File: config.mk
export PLATFORM = sky130hd
export DESIGN_NAME = seq_mul_responder
export DESIGN_NICKNAME = d
export VERILOG_FILES = /design/src/rtl/seq_mul_responder.sv
export SDC_FILE = /design/constraint.sdc
export NUM_CORES = 1
export LEC_CHECK = 0
export CAP_MARGIN = 5
export CORE_UTILIZATION = 58
export CTS_BUF_LIST = sky130_fd_sc_hd__clkbuf_4 sky130_fd_sc_hd__clkbuf_8
export DETAILED_ROUTE_END_ITERATION = 7
export GPL_TIMING_DRIVEN = 0
export PLACE_DENSITY = 0.79
export SYNTH_ARGS = -nofsm -noshare
export SYNTH_HDL_FRONTEND = slang
export SYNTH_SLANG_ARGS = --single-unit
File: constraint.sdc
create_clock -name clk -period 8 [get_ports clk]
set_input_delay 1.6 -clock clk [delete_from_list [all_inputs] [get_ports clk]]
set_output_delay 1.6 -clock clk [all_outputs]
set_load 0.03 [all_outputs]
File: src/rtl/seq_mul_responder.sv
// ============================================================================
// seq_mul_responder : multi-cycle signed multiplier, shift-add over magnitudes.
// Optional early exit when remaining multiplier is zero: SEQ_MUL_EARLY_EXIT_EN
// Revision: 1.0
// ============================================================================
`default_nettype none

module seq_mul_responder #(
    parameter int WIDTH = 32
) (
    input  logic             clk,
    input  logic             rst,
    input  logic             req_valid,
    output logic             req_ready,
    input  logic [WIDTH-1:0] x,
    input  logic [WIDTH-1:0] y,
    output logic             rsp_valid,
    input  logic             rsp_ready,
    output logic [WIDTH-1:0] result,
    output logic             overflow
);

    localparam int CW = $clog2(WIDTH + 1);

    typedef enum logic [1:0] {
        S_IDLE  = 2'd0,
        S_CALC  = 2'd1,
        S_FINAL = 2'd2,
        S_DONE  = 2'd3
    } state_t;

    state_t               state_q, state_d;
    logic [2*WIDTH-1:0]   acc_q, acc_d;
    logic [2*WIDTH-1:0]   mcand_q, mcand_d;
    logic [WIDTH-1:0]     mplier_q, mplier_d;
    logic [CW-1:0]        cnt_q, cnt_d;
    logic                 sign_q, sign_d;
    logic [WIDTH-1:0]     result_q, result_d;
    logic                 overflow_q, overflow_d;

    logic [WIDTH-1:0]     w_abs_x;
    logic [WIDTH-1:0]     w_abs_y;
    logic [2*WIDTH-1:0]   w_prod;
    logic [WIDTH:0]       w_prod_hi;
    logic                 w_calc_done;

    always_ff @(posedge clk or negedge rst) begin
        if (!rst) begin
            state_q    <= S_IDLE;
            acc_q      <= '0;
            mcand_q    <= '0;
            mplier_q   <= '0;
            cnt_q      <= '0;
            sign_q     <= 1'b0;
            result_q   <= '0;
            overflow_q <= 1'b0;
        end else begin
            state_q    <= state_d;
            acc_q      <= acc_d;
            mcand_q    <= mcand_d;
            mplier_q   <= mplier_d;
            cnt_q      <= cnt_d;
            sign_q     <= sign_d;
            result_q   <= result_d;
            overflow_q <= overflow_d;
        end
    end

    // Unsigned W-bit negation keeps |-2^(W-1)| exact.
    assign w_abs_x   = x[WIDTH-1] ? -x : x;
    assign w_abs_y   = y[WIDTH-1] ? -y : y;
    assign w_prod    = sign_q ? -acc_q : acc_q;
    assign w_prod_hi = w_prod[2*WIDTH-1:WIDTH-1];

`ifdef SEQ_MUL_EARLY_EXIT_EN
    assign w_calc_done = (mplier_q == '0);
`else
    assign w_calc_done = (cnt_q == CW'(WIDTH));
`endif

    always_comb begin
        state_d    = state_q;
        acc_d      = acc_q;
        mcand_d    = mcand_q;
        mplier_d   = mplier_q;
        cnt_d      = cnt_q;
        sign_d     = sign_q;
        result_d   = result_q;
        overflow_d = overflow_q;

        case (state_q)
            S_IDLE: begin
                if (req_valid) begin
                    mcand_d  = {{WIDTH{1'b0}}, w_abs_x};
                    mplier_d = w_abs_y;
                    acc_d    = '0;
                    cnt_d    = '0;
                    sign_d   = x[WIDTH-1] ^ y[WIDTH-1];
                    state_d  = S_CALC;
                end
            end
            S_CALC: begin
                if (w_calc_done) begin
                    state_d = S_FINAL;
                end else begin
                    // Shifting mcand each step is equivalent to adding mcand << cnt.
                    if (mplier_q[0]) begin
                        acc_d = acc_q + mcand_q;
                    end
                    mcand_d  = mcand_q << 1;
                    mplier_d = mplier_q >> 1;
                    cnt_d    = cnt_q + CW'(1);
                end
            end
            S_FINAL: begin
                result_d   = w_prod[WIDTH-1:0];
                overflow_d = ~((&w_prod_hi) | ~(|w_prod_hi));
                state_d    = S_DONE;
            end
            S_DONE: begin
                if (rsp_ready) begin
                    state_d = S_IDLE;
                end
            end
            default: state_d = S_IDLE;
        endcase
    end

    assign req_ready = rst && (state_q == S_IDLE);
    assign rsp_valid = (state_q == S_DONE);
    assign result    = result_q;
    assign overflow  = overflow_q;

endmodule

`default_nettype wire

After elaboration in Yosys (flattened, before gate mapping)
Index checks and enable logic that the tools add are counted.

Add/subtract/negate cells: 5. Equality and inequality tests: 9. Multiplexer cells: 20. Bitwise gates (word level): 4. Reductions and logical operators: 9.

Operator list (number): $mux 64 (6); $pmux 64 s2 (2); $mux 32 (4); $add 64x64->64 (1); $neg 32->32 (2); $neg 64->64 (1); $pmux 32 s2 (1); $reduce_and 33->1 (1); $reduce_or 33->1 (1); $mux 6 (2); $pmux 6 s2 (1); $ne 2x2->1 const B (4); $pmux 2 s4 (1); $add 6x1->6 const B (1); $eq 6x6->1 const B (1); $mux 2 (3); $reduce_and 3->1 (2); $eq 2x2->1 const B (2); $reduce_and 4->1 (1); $eq 2x1->1 const B (1); $logic_not 2->1 (1); $ne 2x1->1 const B (1); $not 1->1 (2); $reduce_and 2->1 (1); other kinds (4) (4).

Flip-flop bits (word level): 202. Output and inout port bits: 35.

Depth between registers and ports, before layout
Gate-level depths: netlist of run 1.

Word-level depth: 6. Depth in mapped cells: 14.

Least setup slack after synthesis of run 1
Ideal clock, no wire load.

Path type: input -> register. Start: in y[8]. End: reg mplier_q[29]. Arrival time: 4195 ps. Data required time: 7867 ps. Slack: 3672 ps. Stages on the path: 10. Path buffers: 0. Cells stage by stage: or4_1 -> or3_1 -> or3_1 -> or2_2 -> or3_1 -> o41ai_1 -> xor2_1 -> nor2_1 -> a21oi_1 -> o21ai_0.

Word-level cells in the longest chain between the ends: 4.

RTL lines: from (decl) (line 16) `input logic [WIDTH-1:0] y,`; $neg 32->32 (line 71) `assign w_abs_y = y[WIDTH-1] ? -y : y;`; $mux 32 (line 71); $mux 32 (line 93) `if (req_valid) begin`; $pmux 32 s2 (line 91) `case (state_q)`; to (signal assigned) (line 61) `mplier_q <= mplier_d;`; to (decl) (line 35) `logic [WIDTH-1:0] mplier_q, mplier_d;`.

Every way passes these cells. The select of a mux whose other input is x is not followed. A chain may end at the register's enable or synchronous reset.

Final worst setup path of run 1
Start: in rst. End: out req_ready.

Word-level cells in the longest chain between the ends: 1.

RTL lines: from (decl) (line 12) `input logic rst,`; $logic_and 1x1->1 (line 129) `assign req_ready = rst && (state_q == S_IDLE);`; to (decl) (line 14) `output logic req_ready,`.

Every way passes these cells.

==> reports/summary.txt, run 1 <==
Status: completed
Ports: 103
Slew HR: 0.153
Die area: 25700 sq um
Hold Startpoint: mplier_q[16]
Reg-to-Reg Start: acc_q[9]
N_diodes: 0
Synth Register Bits: 202
Setup Buffers After CTS: 0
Vias in the first global route: 13200
Post-cts resize count: 0
Number of synthesized flops with an enable pin: 0
Nets: 2065
Cell Area, Synth: 14500 sq um
Worst Setup Start Kind: input pin
Num CTS Buffers: 37
CP Max Fanout: 104
Synth cell types: 71
Fraction of layout instances using a drive strength above 1: 0.0513
Synth warn: 0
Antenna Violating Nets Remaining: 0
GP Congestion: 0.976
Worst Skew: 0.0292 ns
Maximum buffer depth of the clock tree: 3
Wire length per cell: 18.0 um
Hpwl dp: 31600 um
Initial core utilization: 0.594
Largest net degree at the start of global routing: 105
First-pass GRT wire length: 66700 um
Clk_lat worst skew: 0.54 ns
# rows: 57
Hold Vio Cnt, Final: 0
H-Tree Depth: 2
Fin cells: 2273
CTS tree: yes
PD cells: 337 nW/um^2
R2R setup slack: 3.38 ns
Final Instance Area: 16800 sq um
Critical path required time: 6.40 ns
Tmin final: 5.22 ns
RSZ-0062 raised after global routing: no
Starting DRT DRC Count: 1059
CP Capture Type: output pin
Grt ovf: 0
Worst slew pin tran: 1.24 ns
Iteration count of the initial detailed-routing pass: 7
Setup CP Type: in -> out
Most frequent cells in the layout: nand2_1, o21ai_0, dfrtp_1
# Max-Cap Violations: 0
Placed insts: 2209
Die width: 160 um
Worst hold-check path type: reg -> reg
CTS Hold Buffers Added: 0
CTS Sinks: 202
Main synth FF type: dfrtp_1
Clock slew at reported path FFs: 0.06 ns
Slew Viols, Final: 0
IO Port Bufs: 102
Worst Setup SP: rst
WL final: 41000 um
Initial antenna violation count: 0
Die Ht: 160 um
Post-Synthesis Cells: 1782
Layout area overhead: 15.6%
CP arrival: 3.62 ns
Part of the cycle the worst path needs: 0.653
Final total power: 5.66 mW
Fmax: 191 MHz
Final setup fails: 0
Vias/cell: 6.10
CTS root buf: clkbuf_8
Final-layout fill cell count: 2033
GRT Resource Usage Total: 0.321
Syn_nets: 1923
Leakage: 7.51 nW
Async set-reset flop share out of synthesis: 1.00
Avg Cell Area, Syn: 8.15 sq um
Dpl cell area: 16000 sq um
Core area: 24500 sq um
Commonest non-fill, non-tap cell in the layout: nand2_1
# DRC: 0
VDD IR-drop max: 264 uV
Sequential area share after synthesis: 0.348
Routed vias: 13900
[state kept, by name, summed over array words and instances, names as in the netlist]
signal and cells:
mplier_q 32, state_q 2, acc_q 64, mcand_q 64
overflow 1, sign_q 1, result 32, cnt_q 6
[cell usage after synthesis, drive strengths merged, types with 9 or more instances]
cell type / count / area (sq um)
o31ai: 41 / 318
nor3: 25 / 125
or2: 12 / 77.6
nand2b: 17 / 106
o21bai: 11 / 82.6
xnor2: 41 / 359
nor4: 17 / 113
o21ai: 204 / 1020
o41ai: 23 / 201
or4: 19 / 146
clkbuf: 95 / 357
inv: 27 / 101
a22o: 38 / 333
a21oi: 166 / 831
nor2b: 14 / 87.6
mux2i: 9 / 90.1
nand4: 21 / 131
a31oi: 12 / 75.1
ha: 72 / 901
a21o: 38 / 285
nor2: 165 / 619
xor2: 134 / 1180
dfrtp: 202 / 5050
nand2: 236 / 888
buf: 13 / 53.8
a211oi: 9 / 67.6
nand3: 18 / 90.1
or3: 27 / 174
[report_power, final]
part           switching [mW]  internal (mW)  leakage, nW
clock network           0.449          0.639        0.426
logic                    1.92           1.03         4.47
registers               0.295           1.33         2.61
[cells by family after synthesis]
family,count (synthesis),synth area share
multiplexers,13,0.00930
AND/OR/NAND/NOR,595,0.189
AO/OA/AOI/OAI,589,0.249
buffers and inverters,135,0.0352
adder cells (fa/ha/maj),73,0.0634
XOR/XNOR,175,0.106
flip-flops,202,0.348
[worst max-delay path: stages]
cell	delay, ns
buf_8	0.55
buf_16	0.42
and2_1	0.24
clkdlybuf4s50_1	0.68
[metal layers]
metal / part of all wire / track usage
met5: 0 / 0
met4: 0.026 / 0.0983
met3: 0.068 / 0.0371
met2: 0.44 / 0.498
met1: 0.46 / 0.469
[area by class of cell]
class | count | area [sq um] | area share
buffer | 108 | 410 | 0.0244
clock buffer | 52 | 672 | 0.0400
clock inverter | 12 | 140 | 0.00834
inverter | 27 | 101 | 0.00603
multi-input combinational | 1445 | 8960 | 0.534
sequential | 202 | 5050 | 0.301
tap | 324 | 405 | 0.0241
timing repair buffer | 103 | 1050 | 0.0627
[path summary, 6_finish.rpt]
check,cells past startpoint,to
hold reg to reg,2,mplier_q[16]
min in group asynchronous,1,result[19]
setup / recovery,4,req_ready
max in group asynchronous,2,mcand_q[59]
hold / removal,2,mplier_q[16]
setup reg to reg,13,acc_q[61]
[metrics by stage]
stage / util / TNS [ns] / setup WS (ns) / hold slack, ns
floorplan: - / 0 / 3.67 / 0.449
CTS: 0.687 / 0 / 2.72 / 0.485
detailed placement: 0.654 / 0 / 2.74 / 0.473
global placement: 0.652 / -592.71 / -3.69 / 0.459
global route: 0.687 / 0 / 2.53 / 0.508
finish: 0.687 / 0 / 2.78 / 0.487
Note: power is estimated with default switching activity, not from simulation.
==> run 2: changes to the inputs <==
CORE_UTILIZATION = 56   (was 58)
PLACE_DENSITY = 0.8   (was 0.79)
clock period = 4.75 ns   (was 8 ns; I/O delays follow)
==> run 2 against run 1 <==
  * Clock skew increased by 0.0010 ns
  * Sequential power increased by 69%
  * Setup slack got worse by 2.5 ns
  * Hold slack got worse by 0.12 ns
  * Combinational power increased by 71%
  * Clock power increased by 67%
  * Critical path depth increased by 9
  * Die area increased by 3.5%
  * Critical path type is now reg -> reg
  * Largest cell class unchanged
  * Highest routed layer unchanged
==> reports/summary.txt, run 2 (synthesis gave the netlist of run 1 again) <==
GRT Resource Usage Total: 0.321 (about the same)
Critical path required time: 5.18 ns (was 6.40 ns)
Vias in the first global route: 13300 (was 13200)
Final-layout fill cell count: 2134 (was 2033)
Reg-to-Reg End: acc_q[61] (unchanged)
Setup Buffers After CTS: 0 (unchanged)
N_diodes: 0 (unchanged)
PD cells: 569 nW/um^2 (was 337 nW/um^2)
IO Port Bufs: 102 (unchanged)
Initial antenna violation count: 0 (unchanged)
RSZ-0062 raised after global routing: no (unchanged)
Vias/cell: 6.10 (about the same)
Reg2reg path depth: 13 (unchanged)
Grt ovf: 0 (unchanged)
WL final: 41900 um (was 41000 um)
Antenna Violating Nets Remaining: 0 (unchanged)
Maximum buffer depth of the clock tree: 3 (unchanged)
Final WS setup: 0.304 ns (was 2.78 ns)
Starting DRT DRC Count: 943 (was 1059)
Slew Viols, Final: 0 (unchanged)
CTS Sinks: 202 (unchanged)
VDD IR-drop max: 412 uV (was 264 uV)
Slowest Stage Delay on Critical Path: 0.96 ns (was 0.68 ns)
H-Tree Depth: 2 (unchanged)
Most frequent CP cell: o211ai_1
Pre-CTS WS: 0.154 ns (was 2.74 ns)
Largest net degree at the start of global routing: 124 (was 105)
Final setup fails: 0 (unchanged)
Part of the cycle the worst path needs: 0.936
Clock slew at reported path FFs: 0.06 ns (about the same)
Layout area overhead: 15.9% (was 15.6%)
Die width: 163 um (was 160 um)
Ports: 103 (unchanged)
Die Ht: 163 um (was 160 um)
Final total power: 9.59 mW (was 5.66 mW)
Hold WS: 0.371 ns (was 0.487 ns)
Status: completed (unchanged)
Hpwl dp: 32000 um (was 31600 um)
Worst Setup Start Kind: register (was input pin)
# Max-Cap Violations: 0 (unchanged)
Storage cell area: 5050 sq um (unchanged)
Tmin final: 4.45 ns
Slew HR: 0.193 (was 0.153)
Nets: 2066 (was 2065)
Core area: 25300 sq um (was 24500 sq um)
Reg-to-Reg Start: acc_q[9] (unchanged)
Worst slew pin tran: 1.21 ns (was 1.24 ns)
Top Registers: acc_q x64, mcand_q x64 (unchanged)
Worst Skew: 0.0302 ns (was 0.0292 ns)
CP Max Fanout: 7 (was 104)
Commonest non-fill, non-tap cell in the layout: nand2_1 (unchanged)
GP Congestion: 0.980 (was 0.976)
Iteration count of the initial detailed-routing pass: 5 (was 7)
CP max-delay cell: a2111oi_1 (was clkdlybuf4s50_1)
Wire length per cell: 18.3 um (was 18.0 um)
Setup CP Type: reg -> reg (was in -> out)
CTS root buf: clkbuf_8 (unchanged)
CP arrival: 4.88 ns (was 3.62 ns)
Routed vias: 13900 (about the same)
Fraction of layout instances using a drive strength above 1: 0.0547 (was 0.0513)
CP Cell Sequence: ha_1 -> clkbuf_1 -> nand2_1 -> nor4_1 -> o211ai_1 -> o211ai_1 -> a21oi_1 -> a2111oi_1 -> o21ba_2 -> a41oi_1 -> o31ai_1 -> xnor2_1 -> o21ai_0 (was buf_8 -> buf_16 -> and2_1 -> clkdlybuf4s50_1)
Final Instance Area: 16800 sq um (about the same)
# rows: 58 (was 57)
Num CTS Buffers: 38 (was 37)
CTS tree: yes (unchanged)
Dpl cell area: 16000 sq um (about the same)
First-pass GRT wire length: 67700 um (was 66700 um)
CP Capture Type: register (was output pin)
Multi-input gate area: 8970 sq um (was 8960 sq um)
R2R setup slack: 0.30 ns (was 3.38 ns)
Clk_lat worst skew: 0.57 ns (was 0.54 ns)
Hold Vio Cnt, Final: 0 (unchanged)
Die area: 26600 sq um (was 25700 sq um)
Fmax: 225 MHz
Leakage: 7.52 nW (was 7.51 nW)
# DRC: 0 (unchanged)
Most frequent cells in the layout: nand2_1, o21ai_0, dfrtp_1 (unchanged)
Initial core utilization: 0.574 (was 0.594)
Worst hold-check path type: in -> async (was reg -> reg)
## run 2: cell count changes in the layout (fill, tap and decap cells not counted)
cell	change
clkinv_8	+1
inv_8	+1
a2111oi_0	-1
nor4b_2	+1
bufinv_16	-3
clkbuf_8	+4
clkinv_2	-3
clkbuf_4	+5
clkinvlp_4	+1
nor4b_1	-1
a2111oi_1	+1
## run 2: report_power, final
| part | internal [mW] | switching (mW) | leakage [nW] | total, mW |
|---|---|---|---|---|
| sequential | 2.24 | 0.496 | 2.61 | 2.74 |
| clock | 1.03 | 0.789 | 0.437 | 1.82 |
| combinational | 1.74 | 3.29 | 4.47 | 5.03 |
## run 2: layer usage
layer / GRT usage / vias up / wire length (um)
met2: 0.503 / 476 / 18500
met3: 0.0515 / 90 / 2780
met1: 0.449 / 6689 / 19400
met4: 0.113 / 0 / 1270
met5: 0 / - / 0
li1: - / 6693 / -
## run 2: how the worst max path moves through the flow
stage | end | cells after the start | slack, ns | start
after floorplan | mplier_q[29] | 10 | 1.07 | y[8]
final | acc_q[61] | 13 | 0.30 | acc_q[9]
after CTS | acc_q[61] | 13 | 0.19 | acc_q[9]
after global placement | req_ready | 3 | -5.71 | rst
after global routing | acc_q[62] | 14 | 0.09 | acc_q[0]
after detailed placement | acc_q[61] | 13 | 0.15 | acc_q[9]
## run 2: metrics by stage
| stage | TNS [ns] | util | cells |
|---|---|---|---|
| after CTS | 0 | 0.665 | 2285 |
| after detailed placement | 0 | 0.632 | 2215 |
| after global placement | -1144.66 | 0.630 | 2214 |
| after floorplan | 0 | - | 1782 |
| after global routing | 0 | 0.665 | 2285 |
| final | 0 | 0.665 | 2285 |
## run 2: what timing repair did
action / CTS / global route
endpoints found under the hold margin: 0 / 0
endpoints found under the setup margin: 0 / 3
hold buffers: 0 / 0
resized for setup: 0 / 2
## run 2: final cells by class
class | instances | area share
plain buffers | 108 | 0.0244
repair buffers | 103 | 0.0626
flip-flops and latches | 202 | 0.300
inverters | 27 | 0.00602
clock inverters | 9 | 0.00416
clock buffers | 61 | 0.0454
well taps | 330 | 0.0245
multi-input cells | 1445 | 0.533
## run 2: worst max-delay path, delay by kind of cell (launching register included)
family,cells,cell delay (ns)
compound gates,8,2.64
xor+xnor,1,0.15
buf+inv,1,0.27
simple gates,2,0.47
fa+ha+maj,1,0.32
flops,1,0.47
==> run 3: changes to the inputs <==
ABC_CLOCK_PERIOD_IN_PS = 4750   (was default)
==> results of run 3 <==
Final layout, timing and power as in run 2 (identical DEF).
==> patch 1, RTL diff (config.mk and constraints of run 2) <==
Register the output `overflow` once more, cleared by the reset; this adds one clock of latency there. The other outputs are not delayed to match.
--- a/src/rtl/seq_mul_responder.sv
+++ b/src/rtl/seq_mul_responder.sv
@@ -130,5 +130,11 @@
     assign rsp_valid = (state_q == S_DONE);
     assign result    = result_q;
-    assign overflow  = overflow_q;
+    always_ff @(posedge clk or negedge rst) begin
+        if (!rst) begin
+            overflow <= '0;
+        end else begin
+            overflow <= overflow_q;
+        end
+    end
 
 endmodule
Behaviour: same outputs for any inputs over 10 cycles, from zero or initial values and one cycle with rst low; that may be too few to reach the edited logic, so the function may still have changed.
==> patch 1 against run 2 <==
Setup slack better by 0.045 ns; critical path depth is 1 lower; sequential cell count increased by 1; total power down 1.8%; sequential share of layout area up 0.050 points; wire length decreased by 2.2%; fmax grew 1.0%; via count fell by 2.1%; die area increased by 0.28%; non-clock buffer count down 2; area after synthesis increased by 0.28%; design area increased by 0.33%; critical path type unchanged; largest power group unchanged; highest routed layer unchanged.
==> patch 1: results (changes against run 2) <==
Outcome: completed (unchanged). The post-placement worst setup slack was -0.143 ns (was 0.154 ns). The critical path endpoint is overflow_q$_DFFE_PN0P_ (was acc_q[61]$_DFFE_PN0P_). The total placed cells including tap cells is 2192 (was 2215). The count of fill cells added during filler insertion is 2153 (was 2134). Most area-consuming cells after synthesis: sky130_fd_sc_hd__dfrtp_1, sky130_fd_sc_hd__xor2_1, sky130_fd_sc_hd__o21ai_0 (unchanged). The number of design-rule violations left by the first detailed-router iteration came out at 1152 (was 943). Commonest cells in the netlist: sky130_fd_sc_hd__nand2_1, sky130_fd_sc_hd__dfrtp_1, sky130_fd_sc_hd__o21ai_0, sky130_fd_sc_hd__a21oi_1, sky130_fd_sc_hd__nor2_1 (was sky130_fd_sc_hd__nand2_1, sky130_fd_sc_hd__o21ai_0, sky130_fd_sc_hd__dfrtp_1, sky130_fd_sc_hd__a21oi_1, sky130_fd_sc_hd__nor2_1). The overall track demand over capacity in global routing is 31.4% (was 32.1%). The via density per instance came out at 6.05 (was 6.10). The setup slack on the worst flop-to-flop path was 0.35 ns (was 0.30 ns). The launching element of the worst setup path is acc_q[5]$_DFFE_PN0P_ (was acc_q[9]$_DFFE_PN0P_). The net count reported at finish is 2042 (was 2066).

The worst path arrival time came to 4.81 ns (was 4.88 ns). The weighted congestion reported at the end of routability-driven placement came out at 0.925 (was 0.980). The later-pin clock latency in the skew report came out at 0.54 ns (was 0.57 ns). The sequential fraction of the synthesis area came out at 34.9% (was 34.8%). The maximum number of pins on one net before global-route repair is 126 (was 124). The half-perimeter wire length of the detailed placement result is 31600 µm (was 32000 µm). The CTS buffer count came out at 37 (was 38). The total wire length after detailed routing came to 41000 µm (was 41900 µm). The fmax came out at 227 MHz (was 225 MHz).

The total leakage power came out at 7.63 nW (was 7.52 nW). The fraction of layout cells with a size suffix above 1 was 5.35% (was 5.47%). The cell at the slowest stage of the critical path was sky130_fd_sc_hd__or4b_2 (was sky130_fd_sc_hd__a2111oi_1). The count of non-filler cells in the finished layout came out at 2257 (was 2285). The number of buffers between clock root and the deepest sink came out at 3 (unchanged). The combinational-cell power consumption came out at 0.00478 W (was 0.00503 W).

The capture point of the worst reg-to-reg path is overflow_q$_DFFE_PN0P_ (was acc_q[61]$_DFFE_PN0P_). The wire length of the first global-routing pass came out at 66100 µm (was 67700 µm). The internal power of the cells is 0.00507 W (was 0.00501 W). The average size of a mapped cell came out at 8.28 µm² (was 8.15 µm²). The peak per-stage delay on the critical path is 0.68 ns (was 0.96 ns).

The cell type group with the largest total delay on the critical path is simple AND/OR/NAND/NOR gates (was compound AO/OA/AOI/OAI gates). The power of the sequential group came out at 0.00275 W (was 0.00274 W). The post-synth net total came to 1900 (was 1923). The headroom to the max-slew limit is 38.7% (was 19.3%). The share of async-settable or async-resettable flops after synthesis came out at 100% (unchanged). The number of unique standard cell types used by synthesis is 72 (was 71).
-- patch 1: worst reg2reg max path, delay by kind of cell, from the launching register on --
kind                   cells  cell delay [ns]
AND/OR/NAND/NOR            7             2.70
AO/OA/AOI/OAI              3             0.62
flip-flops                 1             0.47
buffers and inverters      1             0.36
XOR/XNOR                   1             0.12
-- patch 1: stage by stage --
stage	total power [W]	area, µm²	TNS, ns	hold slack [ns]	utilization (%)
detailed placement	0.00748	16000	-0.312	0.369	63.3
floorplan	0.00595	14600	0	0.354	-
global route	0.0101	16900	0	0.403	66.7
finish	0.00942	16900	0	0.380	66.7
CTS	0.00940	16900	0	0.395	66.7
global placement	0.00736	16000	-1153.46	0.373	63.2
-- patch 1: layer usage --
metal / wire length, µm / part of all wire [%] / up-vias / track usage [%]
met5: 0 / 0 / - / 0
met4: 848 / 2.1 / 0 / 9.05
met3: 2870 / 7.0 / 73 / 5.59
met2: 18500 / 45 / 418 / 49.2
met1: 18800 / 46 / 6501 / 44.1
li1: - / - / 6666 / -
-- patch 1: final cells by class --
| type | count | area share [%] |
|---|---|---|
| Buffer | 106 | 2.46 |
| Clock buffer | 54 | 4.21 |
| Clock inverter | 11 | 0.852 |
| Inverter | 35 | 0.778 |
| Multi-Input combinational cell | 1415 | 53.0 |
| Sequential cell | 203 | 30.1 |
| Tap cell | 330 | 2.44 |
| Timing Repair Buffer | 103 | 6.24 |
-- patch 1: logic make-up after synthesis --
group / count (synthesis) / synth area share (%)
and+or+nand+nor: 582 / 19.2
muxes: 15 / 1.09
adders and majority gates: 73 / 6.32
buffers and inverters: 141 / 3.75
DFF: 203 / 34.9
AOI/OAI and AO/OA: 570 / 24.3
xor gates and xnor gates: 175 / 10.5
==> patch 2, RTL diff (settings of run 2) <==
Made on the original files. `WIDTH`: 32 -> 64.
--- a/src/rtl/seq_mul_responder.sv
+++ b/src/rtl/seq_mul_responder.sv
@@ -7,5 +7,5 @@
 
 module seq_mul_responder #(
-    parameter int WIDTH = 32
+    parameter int WIDTH = 64
 ) (
     input  logic             clk,
Interface: changed (resized result, x and y); port bits go from 103 to 199. The function was not compared with the original's and may differ.
==> patch 2 against run 2 <==
Design area is 110% higher; global-route usage rose by 5.6 points; clock skew increased by 0.0085 ns; first-iteration DRC count grew to 3.2 times the old value; final cell count grew 110%; total power down 23%; count of clock-buffer cells in the layout rose by 47; area after synthesis up 110%; setup slack got worse by 0.25 ns; sequential cell count is 193 higher; worst hold slack got worse by 0.17 ns; wire length is 150% higher; largest power group is now clock.
==> patch 2: results (changes against run 2) <==
The actual slew at the worst max-slew pin is 1.37 ns (was 1.21 ns). The total power came to 0.00741 W (was 0.00959 W). The met3 track demand over resource in global routing is 8.63% (was 5.15%). The worst vdd rail ir drop came to 149 µV (was 412 µV). The later-pin clock latency in the skew report came to 0.68 ns (was 0.57 ns). Most area-consuming cells after synthesis: sky130_fd_sc_hd__dfrtp_1, sky130_fd_sc_hd__xor2_1, sky130_fd_sc_hd__o21ai_0 (unchanged).

The overall track demand over capacity in global routing is 37.7% (was 32.1%). The half-perimeter wire length of the detailed placement result was 78700 µm (was 32000 µm). The worst hold margin came out at 0.196 ns (was 0.371 ns). The sequential share of power was 45.4% (was 28.5%).

The maximum number of pins on one net before global-route repair came out at 123 (was 124). The part of the total power dissipated in combinational logic came out at 5.4% (was 52.5%). The via density per instance is 6.38 (was 6.10). The setup slack on the worst flop-to-flop path came to 0.05 ns (was 0.30 ns). The number of iterations in the first detailed-routing pass is 7 (was 5). The total placed cells including tap cells came out at 4668 (was 2215).

The net count reported at finish is 4339 (was 2066). Outcome: completed (unchanged). The number of port buffers is 196 (was 102). The cell type group with the largest total delay on the critical path is simple AND/OR/NAND/NOR gates (was compound AO/OA/AOI/OAI gates). The average size of a mapped cell is 7.90 µm² (was 8.15 µm²). The launch point of the worst reg-to-reg path is acc_q[57]$_DFFE_PN0P_ (was acc_q[9]$_DFFE_PN0P_). The routed metal-1 wirelength is 43100 µm (was 19400 µm). The worst-case clock skew is 0.0387 ns (was 0.0302 ns). The clock-pin slew reported for the worst setup and hold paths after clock tree synthesis is 0.08 ns (was 0.06 ns). The amount of wire on met3 after detailed routing is 10200 µm (was 2780 µm). The number of gates resized after CTS came out at 30 (was 0). The peak per-stage delay on the critical path is 0.57 ns (was 0.96 ns). The weighted congestion reported at the end of routability-driven placement is 1.03 (was 0.980). The number of global-route vias before repair came out at 28791 (was 13290). The count of non-filler cells in the finished layout is 4810 (was 2285). The sequential fraction of the synthesis area was 33.1% (was 34.8%). The global-route track usage on met1 came out at 50.6% (was 44.9%). The number of design-rule violations left by the first detailed-router iteration is 3036 (was 943).

The sum of met2 wire segment lengths after detailed routing is 45100 µm (was 18500 µm). The area after detailed placement came out at 32800 µm² (was 16000 µm²). The post-CTS repair timing setup buffer count is 12 (was 0).

The total wire length after detailed routing came to 103000 µm (was 41900 µm).
==> patch 2: cell count changes after synthesis, moves of 42 or more <==
cell,delta
sky130_fd_sc_hd__nor2_1,+167
sky130_fd_sc_hd__nand4_1,+68
sky130_fd_sc_hd__xnor2_1,+56
sky130_fd_sc_hd__o21ai_0,+230
sky130_fd_sc_hd__nand2_1,+258
sky130_fd_sc_hd__dfrtp_1,+193
sky130_fd_sc_hd__o31ai_1,+46
sky130_fd_sc_hd__xor2_1,+132
sky130_fd_sc_hd__clkbuf_1,+119
sky130_fd_sc_hd__nand3_1,+42
sky130_fd_sc_hd__a21oi_1,+226
sky130_fd_sc_hd__ha_1,+64
==> patch 2: final cells by class <==
type,count,area (µm²)
multi-input cells,3089,19200
fillers,4620,17800
flip-flops and latches,395,9890
repair buffers,218,2200
clock buffers,108,1380
plain buffers,235,912
well taps,688,861
inverters,59,221
clock inverters,18,200
==> patch 2: logic make-up after synthesis <==
| logic type | after synthesis | share of synthesized area (%) |
|---|---|---|
| mux | 14 | 0.482 |
| flops | 395 | 33.1 |
| compound gates | 1239 | 25.0 |
| buf+inv | 297 | 3.79 |
| fa+ha+maj | 137 | 5.76 |
| simple gates | 1337 | 21.3 |
| xor+xnor | 362 | 10.6 |
==> patch 2: how the worst max path moves through the flow <==
| stage | slack, ns | depth (start not counted) | endpoint |
|---|---|---|---|
| finish | 0.05 | 14 | overflow$_DFFE_PN0P_ |
| global placement | -14.74 | 1 | mplier_q[34]$_DFFE_PN0P_ |
| global route | -0.03 | 15 | overflow$_DFFE_PN0P_ |
| CTS | -0.005 | 15 | acc_q[120]$_DFFE_PN0P_ |
| detailed placement | -0.78 | 12 | mcand_q[63]$_DFFE_PN0P_ |
| floorplan | 0.39 | 15 | overflow$_DFFE_PN0P_ |
